$ cat src/rtl/pwu_req_arbiter_pkg.sv
// pwu_pkg: shared widths and types for the page-walk request arbiter.
// Optional feature macro used by the arbiter: PWU_ARB_FAULT_CNT_EN.
package pwu_pkg;

    localparam int VA_W = 32;
    localparam int PA_W = 28;

    typedef logic [VA_W-1:0] va_t;
    typedef logic [PA_W-1:0] pa_t;

    // One walk-unit result as seen by a requester
    typedef struct packed {
        pa_t  pa;
        logic fault;
    } rsp_t;

endpackage

$ cat src/rtl/pwu_req_arbiter_if.sv
// pwu_req_arbiter_if: requester-side and walk-unit-side handshakes of the arbiter.
// master = arbiter view, slave = environment (requesters + walk unit) view.
interface pwu_req_arbiter_if #(
    parameter int NUM_REQ = 4
);
    import pwu_pkg::*;

    // Requester VA channel
    va_t [NUM_REQ-1:0]  req_va_i;
    logic [NUM_REQ-1:0] req_vld_i;
    logic [NUM_REQ-1:0] req_rdy_o;

    // Requester response channel (PA/fault broadcast, one-hot valid)
    pa_t                rsp_pa_o;
    logic               rsp_fault_o;
    logic [NUM_REQ-1:0] rsp_vld_o;
    logic [NUM_REQ-1:0] rsp_rdy_i;

    // Walk unit VA input
    va_t                pwu_va_o;
    logic               pwu_va_vld_o;
    logic               pwu_va_rdy_i;

    // Walk unit PA output
    pa_t                pwu_pa_i;
    logic               pwu_pa_vld_i;
    logic               pwu_pa_fault_i;
    logic               pwu_pa_rdy_o;

    modport master (
        input  req_va_i, req_vld_i, rsp_rdy_i, pwu_va_rdy_i,
               pwu_pa_i, pwu_pa_vld_i, pwu_pa_fault_i,
        output req_rdy_o, rsp_pa_o, rsp_fault_o, rsp_vld_o,
               pwu_va_o, pwu_va_vld_o, pwu_pa_rdy_o
    );

    modport slave (
        output req_va_i, req_vld_i, rsp_rdy_i, pwu_va_rdy_i,
               pwu_pa_i, pwu_pa_vld_i, pwu_pa_fault_i,
        input  req_rdy_o, rsp_pa_o, rsp_fault_o, rsp_vld_o,
               pwu_va_o, pwu_va_vld_o, pwu_pa_rdy_o
    );

endinterface

$ cat src/rtl/pwu_req_arbiter_tag_fifo.sv
// pwu_tag_fifo: in-order FIFO of requester IDs for translations in flight.
// Head is read combinationally so responses route with zero latency.
module pwu_tag_fifo #(
    parameter  int W     = 2,
    parameter  int DEPTH = 8,
    localparam int PW    = $clog2(DEPTH),
    localparam int CW    = $clog2(DEPTH + 1)
) (
    input  logic          clk_i,
    input  logic          resetn_i,
    input  logic          push_i,
    input  logic [W-1:0]  din_i,
    input  logic          pop_i,
    output logic [W-1:0]  dout_o,
    output logic          full_o,
    output logic          empty_o,
    output logic [CW-1:0] count_o
);

    logic [W-1:0]  r_mem [DEPTH];
    logic [PW-1:0] r_wr_ptr;
    logic [PW-1:0] r_rd_ptr;
    logic [CW-1:0] r_cnt;
    logic          w_push;
    logic          w_pop;

    // Full/empty come from the registered count only: a pop never frees a slot for a same-cycle push
    assign full_o  = (r_cnt == CW'(DEPTH));
    assign empty_o = (r_cnt == '0);
    assign count_o = r_cnt;
    assign dout_o  = r_mem[r_rd_ptr];
    assign w_push  = push_i && !full_o;
    assign w_pop   = pop_i && !empty_o;

    // Tag storage write; contents need no reset because the count gates visibility
    always_ff @(posedge clk_i) begin
        if (w_push) begin
            r_mem[r_wr_ptr] <= din_i;
        end
    end

    // Pointers wrap naturally at DEPTH; count moves only on unbalanced push/pop
    always_ff @(posedge clk_i or negedge resetn_i) begin
        if (!resetn_i) begin
            r_wr_ptr <= '0;
            r_rd_ptr <= '0;
            r_cnt    <= '0;
        end else begin
            if (w_push) r_wr_ptr <= r_wr_ptr + 1'b1;
            if (w_pop)  r_rd_ptr <= r_rd_ptr + 1'b1;
            case ({w_push, w_pop})
                2'b10:   r_cnt <= r_cnt + 1'b1;
                2'b01:   r_cnt <= r_cnt - 1'b1;
                default: r_cnt <= r_cnt;
            endcase
        end
    end

endmodule

$ cat src/rtl/pwu_req_arbiter.sv
// pwu_req_arbiter: round-robin sharing of one page-walk unit among NUM_REQ
// requesters, with in-order routing of results back via a tag FIFO.
// Optional: define PWU_ARB_FAULT_CNT_EN for per-requester saturating fault counters.
module pwu_req_arbiter
    import pwu_pkg::*;
#(
    parameter  int NUM_REQ     = 4,
    parameter  int OUTST_DEPTH = 8,
    localparam int IDW         = $clog2(NUM_REQ),
    localparam int CW          = $clog2(OUTST_DEPTH + 1)
) (
    input  logic                     clk_i,
    input  logic                     resetn_i,
    pwu_req_arbiter_if.master        bus,
    output logic [CW-1:0]            outst_cnt_o,
    output logic                     busy_o,
`ifdef PWU_ARB_FAULT_CNT_EN
    output logic [NUM_REQ-1:0][15:0] fault_cnt_o,
`endif
    output logic                     err_o
);

    logic [IDW-1:0]     r_rr_ptr;
    logic               r_err;
    logic [NUM_REQ-1:0] w_rot;
    logic [NUM_REQ-1:0] w_first;
    logic [NUM_REQ:0]   w_lower;
    logic [IDW-1:0]     w_off_acc [NUM_REQ+1];
    logic [IDW:0]       w_sum;
    logic [IDW-1:0]     w_grant;
    logic [IDW-1:0]     w_grant_next;
    logic               w_any;
    logic               w_full;
    logic               w_empty;
    logic               w_accept;
    logic               w_pop;
    logic [IDW-1:0]     w_head;
    rsp_t               w_rsp;

    localparam logic [IDW:0] NR = (IDW + 1)'(NUM_REQ);

    // Rotate the valids so bit 0 is the requester at rr_ptr, then pick the lowest set bit
    always_comb begin
        w_rot = NUM_REQ'({bus.req_vld_i, bus.req_vld_i} >> r_rr_ptr);
    end

    assign w_lower[0]   = 1'b0;
    assign w_off_acc[0] = '0;
    generate
        for (genvar gi = 0; gi < NUM_REQ; gi++) begin : g_pri
            assign w_first[gi]      = w_rot[gi] & ~w_lower[gi];
            assign w_lower[gi+1]    = w_lower[gi] | w_rot[gi];
            assign w_off_acc[gi+1]  = w_off_acc[gi] | (w_first[gi] ? IDW'(gi) : '0);
        end
    endgenerate

    // Un-rotate: grant = (rr_ptr + offset) mod NUM_REQ
    assign w_any        = w_lower[NUM_REQ];
    assign w_sum        = {1'b0, r_rr_ptr} + {1'b0, w_off_acc[NUM_REQ]};
    assign w_grant      = (w_sum >= NR) ? IDW'(w_sum - NR) : w_sum[IDW-1:0];
    assign w_grant_next = (w_grant == IDW'(NUM_REQ - 1)) ? '0 : w_grant + 1'b1;

    // Request side: zero-latency pass of the granted VA, blocked while the tag FIFO is full
    assign bus.pwu_va_vld_o = w_any && !w_full;
    assign bus.pwu_va_o     = w_any ? bus.req_va_i[w_grant] : '0;
    assign bus.req_rdy_o    = (w_any && !w_full && bus.pwu_va_rdy_i) ?
                              (NUM_REQ'(1) << w_grant) : '0;
    assign w_accept         = bus.pwu_va_vld_o && bus.pwu_va_rdy_i;

    // Response side: route to the oldest outstanding owner; drain anything arriving with nothing outstanding
    assign w_rsp.pa         = bus.pwu_pa_i;
    assign w_rsp.fault      = bus.pwu_pa_fault_i;
    assign bus.rsp_pa_o     = w_rsp.pa;
    assign bus.rsp_fault_o  = w_rsp.fault;
    assign bus.rsp_vld_o    = (!w_empty && bus.pwu_pa_vld_i) ? (NUM_REQ'(1) << w_head) : '0;
    assign bus.pwu_pa_rdy_o = w_empty ? 1'b1 : bus.rsp_rdy_i[w_head];
    assign w_pop            = !w_empty && bus.pwu_pa_vld_i && bus.pwu_pa_rdy_o;

    pwu_tag_fifo #(
        .W     (IDW),
        .DEPTH (OUTST_DEPTH)
    ) u_tag_fifo (
        .clk_i    (clk_i),
        .resetn_i (resetn_i),
        .push_i   (w_accept),
        .din_i    (w_grant),
        .pop_i    (w_pop),
        .dout_o   (w_head),
        .full_o   (w_full),
        .empty_o  (w_empty),
        .count_o  (outst_cnt_o)
    );

    assign busy_o = (outst_cnt_o != '0);
    assign err_o  = r_err;

    // Round-robin pointer moves past the winner only when its VA is actually accepted
    always_ff @(posedge clk_i or negedge resetn_i) begin
        if (!resetn_i) begin
            r_rr_ptr <= '0;
        end else if (w_accept) begin
            r_rr_ptr <= w_grant_next;
        end
    end

    // Sticky error: a walk result arrived with no translation outstanding
    always_ff @(posedge clk_i or negedge resetn_i) begin
        if (!resetn_i) begin
            r_err <= 1'b0;
        end else if (w_empty && bus.pwu_pa_vld_i) begin
            r_err <= 1'b1;
        end
    end

`ifdef PWU_ARB_FAULT_CNT_EN
    generate
        for (genvar gi = 0; gi < NUM_REQ; gi++) begin : g_fcnt
            logic [15:0] r_fcnt;
            // Count faulted responses delivered to this requester, saturating at all-ones
            always_ff @(posedge clk_i or negedge resetn_i) begin
                if (!resetn_i) begin
                    r_fcnt <= '0;
                end else if (w_pop && bus.pwu_pa_fault_i && (w_head == IDW'(gi)) &&
                             (r_fcnt != 16'hFFFF)) begin
                    r_fcnt <= r_fcnt + 1'b1;
                end
            end
            assign fault_cnt_o[gi] = r_fcnt;
        end
    endgenerate
`endif

endmodule
$ cat src/flat_wrapper.sv
// flat-port wrapper written by rule: the top's interface ports become plain ports
module pwu_req_arbiter_flat import pwu_pkg::*;
#(
    parameter  int NUM_REQ     = 4,
    parameter  int OUTST_DEPTH = 8,
    localparam int IDW         = $clog2(NUM_REQ),
    localparam int CW          = $clog2(OUTST_DEPTH + 1)
)
  (clk_i, resetn_i, outst_cnt_o, busy_o, err_o, bus_req_va_i, bus_req_vld_i, bus_rsp_rdy_i, bus_pwu_va_rdy_i, bus_pwu_pa_i, bus_pwu_pa_vld_i, bus_pwu_pa_fault_i, bus_req_rdy_o, bus_rsp_pa_o, bus_rsp_fault_o, bus_rsp_vld_o, bus_pwu_va_o, bus_pwu_va_vld_o, bus_pwu_pa_rdy_o);
  pwu_req_arbiter_if #(.NUM_REQ(NUM_REQ)) bus_i ();
  input  logic clk_i;
  input  logic resetn_i;
  output logic [CW-1:0] outst_cnt_o;
  output logic busy_o;
  output logic err_o;
  input wire logic [$bits(bus_i.req_va_i)-1:0] bus_req_va_i;
  input wire logic [$bits(bus_i.req_vld_i)-1:0] bus_req_vld_i;
  input wire logic [$bits(bus_i.rsp_rdy_i)-1:0] bus_rsp_rdy_i;
  input wire logic [$bits(bus_i.pwu_va_rdy_i)-1:0] bus_pwu_va_rdy_i;
  input wire logic [$bits(bus_i.pwu_pa_i)-1:0] bus_pwu_pa_i;
  input wire logic [$bits(bus_i.pwu_pa_vld_i)-1:0] bus_pwu_pa_vld_i;
  input wire logic [$bits(bus_i.pwu_pa_fault_i)-1:0] bus_pwu_pa_fault_i;
  output wire logic [$bits(bus_i.req_rdy_o)-1:0] bus_req_rdy_o;
  output wire logic [$bits(bus_i.rsp_pa_o)-1:0] bus_rsp_pa_o;
  output wire logic [$bits(bus_i.rsp_fault_o)-1:0] bus_rsp_fault_o;
  output wire logic [$bits(bus_i.rsp_vld_o)-1:0] bus_rsp_vld_o;
  output wire logic [$bits(bus_i.pwu_va_o)-1:0] bus_pwu_va_o;
  output wire logic [$bits(bus_i.pwu_va_vld_o)-1:0] bus_pwu_va_vld_o;
  output wire logic [$bits(bus_i.pwu_pa_rdy_o)-1:0] bus_pwu_pa_rdy_o;
  assign bus_i.req_va_i = bus_req_va_i;
  assign bus_i.req_vld_i = bus_req_vld_i;
  assign bus_i.rsp_rdy_i = bus_rsp_rdy_i;
  assign bus_i.pwu_va_rdy_i = bus_pwu_va_rdy_i;
  assign bus_i.pwu_pa_i = bus_pwu_pa_i;
  assign bus_i.pwu_pa_vld_i = bus_pwu_pa_vld_i;
  assign bus_i.pwu_pa_fault_i = bus_pwu_pa_fault_i;
  assign bus_req_rdy_o = bus_i.req_rdy_o;
  assign bus_rsp_pa_o = bus_i.rsp_pa_o;
  assign bus_rsp_fault_o = bus_i.rsp_fault_o;
  assign bus_rsp_vld_o = bus_i.rsp_vld_o;
  assign bus_pwu_va_o = bus_i.pwu_va_o;
  assign bus_pwu_va_vld_o = bus_i.pwu_va_vld_o;
  assign bus_pwu_pa_rdy_o = bus_i.pwu_pa_rdy_o;
  pwu_req_arbiter #(.NUM_REQ(NUM_REQ), .OUTST_DEPTH(OUTST_DEPTH)) u_core (.clk_i(clk_i), .resetn_i(resetn_i), .bus(bus_i), .outst_cnt_o(outst_cnt_o), .busy_o(busy_o), .err_o(err_o));
endmodule
$ cat config.mk
export PLATFORM = sky130hd
export DESIGN_NAME = pwu_req_arbiter_flat
export DESIGN_NICKNAME = d
export VERILOG_FILES = /design/src/rtl/pwu_req_arbiter_pkg.sv /design/src/rtl/pwu_req_arbiter_if.sv /design/src/rtl/pwu_req_arbiter_tag_fifo.sv /design/src/rtl/pwu_req_arbiter.sv /design/src/flat_wrapper.sv
export SDC_FILE = /design/constraint.sdc
export NUM_CORES = 1
export LEC_CHECK = 0
export CAP_MARGIN = 20
export CORE_MARGIN = 4
export CORE_UTILIZATION = 34
export DETAILED_ROUTE_END_ITERATION = 16
export PLACE_DENSITY = 0.83
export SETUP_SLACK_MARGIN = 0.3
export SLEW_MARGIN = 20
export SYNTH_ARGS = -nofsm -noshare
export SYNTH_HDL_FRONTEND = slang
export SYNTH_SLANG_ARGS = --single-unit
$ cat constraint.sdc
create_clock -name clk_i -period 4.3 [get_ports clk_i]
set_input_delay 0.86 -clock clk_i [delete_from_list [all_inputs] [get_ports clk_i]]
set_output_delay 0.86 -clock clk_i [all_outputs]
set_load 0.05 [all_outputs]
==> results by group, run 1 <==
Finish
  – Most frequent cells in the layout: 147 x clkdlybuf4s50_1, 44 x buf_4, 41 x mux2i_1
  – Layout area overhead: 103%
  – Share of cells above drive strength 1: 36.4%
  – Layout Utilization: 71.2%
  – Diodes inserted: 0
  – Nets: 696
  – Commonest non-fill, non-tap cell in the layout: clkdlybuf4s50_1

STA
  – Fmax achieved: 0.249 GHz
  – Final hold viol count: 0
  – Slew Limit Fails: 0
  – Finish-stage setup viols: 0
  – RSZ-0062 raised after global routing: true
  – Final setup TNS: 0 ns
  – Tcrit/Tclk final: 93.5%
  – Min Tclk post-route: 4.02 ns
  – Actual slew at the worst max-slew pin: 0.990 ns
  – Rel. slew slack: 34.0%
  – Clock skew: 0.00547 ns

Clock network
  – TritonCTS Buffers: 5
  – H-tree depth: 2
  – Root buf cell: clkbuf_8
  – TritonCTS clock tree: yes
  – Cts hold-fix bufs: 0
  – Clock Tree Buf Depth: 2
  – CTS clk-pin slew, worst paths: 0.06 ns
  – CTS sink cnt: 29
  – Clock insertion delay at the later pin of the skew report: 0.29 ns

Die
  – Chip width: 103 µm
  – Boundary pin count: 246
  – FP Rows: 34
  – CORE AREA: 8720 µm²
  – Height of the die: 103 µm
  – Die area: 10600 µm²
  – Initial Util: 35.1%

Global route
  – First-pass GRT wire length: 18.9 mm
  – Number of global-route vias before repair: 3711
  – Pin count of the biggest net entering global routing: 43
  – Grt ovf: 0
  – Initial antenna violation count: 0
  – Total track usage: 23.4%

Route
  – Drc violations: 0
  – Vias/cell: 5.39
  – Routed WL per cell: 21.2 µm
  – DRT Pass-1 Iters: 5
  – WL final: 13.2 mm
  – Vias after detailed routing: 3371
  – Detail Route Antenna Nets: 0
  – Initial DRC count: 94

Worst setup path
  – Critical path class: in2out
  – CP max FO: 17
  – CP Capture Type: primary output
  – Worst setup SP type: input pin
  – Critical path data arrival time: 3.16 ns
  – Worst EP required: 3.44 ns

Yosys
  – Syn avg cell area: 9.45 µm²
  – YS warnings: 0
  – Cell area after synthesis: 3060 µm²
  – Syn Inst Count: 324
  – EDFF count, synth: 16
  – Yosys cell types: 48
  – Post-synthesis sequential area ratio: 26.3%
  – Synth Register Bits: 29
  – Synth async-reset ratio: 44.8%
  – Syn_nets: 504
  – Ys flop type: edfxtp_1

Run status
  – Outcome: finished clean

Run
  – Max-Cap Viols: 0

Placement
  – Dpl hpwl: 9.11 mm
  – IO Port Bufs: 187
  – GPL Wtd Cong: 0.900

Min path
  – Hold Path Class: reg2reg
==> cell usage after synthesis, types with 2 or more instances <==
| cell | instances | area share, % |
|---|---|---|
| xor2_1 | 3 | 0.86 |
| mux4_2 | 3 | 2.2 |
| mux2i_1 | 41 | 13 |
| inv_1 | 7 | 0.86 |
| dfrtp_1 | 13 | 11 |
| ha_1 | 10 | 4.1 |
| a2111oi_0 | 32 | 9.2 |
| buf_6 | 5 | 1.8 |
| clkbuf_1 | 19 | 2.3 |
| xnor2_1 | 6 | 1.7 |
| nor3_1 | 4 | 0.65 |
| nor4b_1 | 2 | 0.57 |
| a21oi_1 | 5 | 0.82 |
| nand2_1 | 19 | 2.3 |
| nor3b_1 | 2 | 0.49 |
| buf_2 | 2 | 0.33 |
| and3_1 | 4 | 0.82 |
| a211oi_1 | 32 | 7.8 |
| edfxtp_1 | 16 | 16 |
| buf_4 | 30 | 7.4 |
| nor2b_1 | 32 | 6.5 |
| nand2b_1 | 3 | 0.61 |
| nor2_1 | 9 | 1.1 |
==> final timing paths <==
kind / from / end / slack, ns / depth (start not counted)
worst max-delay path: bus_req_vld_i[0] / bus_pwu_va_o[20] / 0.28 / 12
worst min-delay path: u_core.err_o / u_core.err_o / 0.47 / 1
worst max register to register: u_core.u_tag_fifo.r_rd_ptr[0] / u_core.u_tag_fifo.count_o[3] / 1.12 / 11
worst min register to register: u_core.err_o / u_core.err_o / 0.47 / 1
max in group asynchronous: resetn_i / u_core.u_tag_fifo.count_o[1] / 2.94 / 1
min in group asynchronous: resetn_i / u_core.u_tag_fifo.r_rd_ptr[1] / 0.95 / 1
==> metal layers <==
layer	GRT usage, %	part of all wire, %	vias to the layer above
met2	42.5	54	153
met1	23.0	34	1619
met4	11.6	4.1	0
met3	9.13	8.7	39
li1	-	-	1560
met5	0	0	-
==> through the flow <==
step | std cells | hold slack, ns | area, µm² | setup WS, ns
finish | 625 | 0.474 | 6210 | 0.279
global route | 625 | 0.521 | 6210 | 0.199
CTS | 624 | 0.479 | 5970 | 0.256
detailed placement | 610 | 0.461 | 5510 | -0.134
global placement | 610 | 0.457 | 5510 | -0.0223
floorplan | 324 | 0.518 | 3470 | 0.301
==> what timing repair did <==
item                                    in CTS  in global routing
pin swaps                                    5                 35
endpoints found under the setup margin      36                 36
gates resized for setup                     84                 51
cloned                                       3                  1
setup buffers                                3                  0
==> layout make-up <==
type / instances / area (µm²)
Clock buffer: 5 / 68.8
Timing Repair Buffer: 242 / 2500
Multi-Input combinational cell: 230 / 2620
Inverter: 8 / 32.5
Sequential cell: 29 / 806
Tap cell: 108 / 135
Clock inverter: 3 / 46.3
Fill cell: 580 / 2510
==> sequential cells by signal, indices dropped and copies added, names as in the netlist <==
| signal | count |
|---|---|
| u_core.u_tag_fifo.r_mem | 16 |
| u_core.u_tag_fifo.count_o | 4 |
| u_core.err_o | 1 |
| u_core.u_tag_fifo.r_rd_ptr | 3 |
| u_core.r_rr_ptr | 2 |
| u_core.u_tag_fifo.r_wr_ptr | 3 |
==> cell families (layout without fill, tap and decap cells) <==
| family | count (synthesis) | in the layout | synth area share (%) |
|---|---|---|---|
| compound gates | 80 | 80 | 21.3 |
| buf+inv | 65 | 258 | 13.0 |
| xor+xnor | 9 | 9 | 2.58 |
| simple gates | 83 | 83 | 15.2 |
| fa+ha+maj | 11 | 11 | 4.74 |
| mux | 47 | 47 | 16.8 |
| flops | 29 | 29 | 26.3 |
==> critical path, stage by stage <==
cell and delay [ns]:
buf_2 0.13, a2bb2oi_2 0.16, o22ai_1 0.18, nor2_1 0.07, a21oi_2 0.17, ha_4 0.17, xnor2_2 0.11, o21ba_2 0.24
or2_4 0.31, buf_12 0.20, a211oi_4 0.32, buf_6 0.21
Power of run 1 is left out: the tool's default activity adds up to more than one toggle a clock period on the data nets, which glitch-free logic cannot reach.
==> run 2: changes to the inputs <==
SLEW_MARGIN = default   (was 20)
==> results of run 2 <==
The final DEF is identical to that of run 1; final timing and power are the same.
Power of run 2 is left out for the same reason.
==> run 3: changes to the inputs <==
CTS_CLUSTER_DIAMETER = 100   (was default)
CTS_CLUSTER_SIZE = 28   (was default)
==> results of run 3 <==
The final DEF is identical to that of run 1; final timing and power are the same.
Power of run 3 is left out for the same reason.
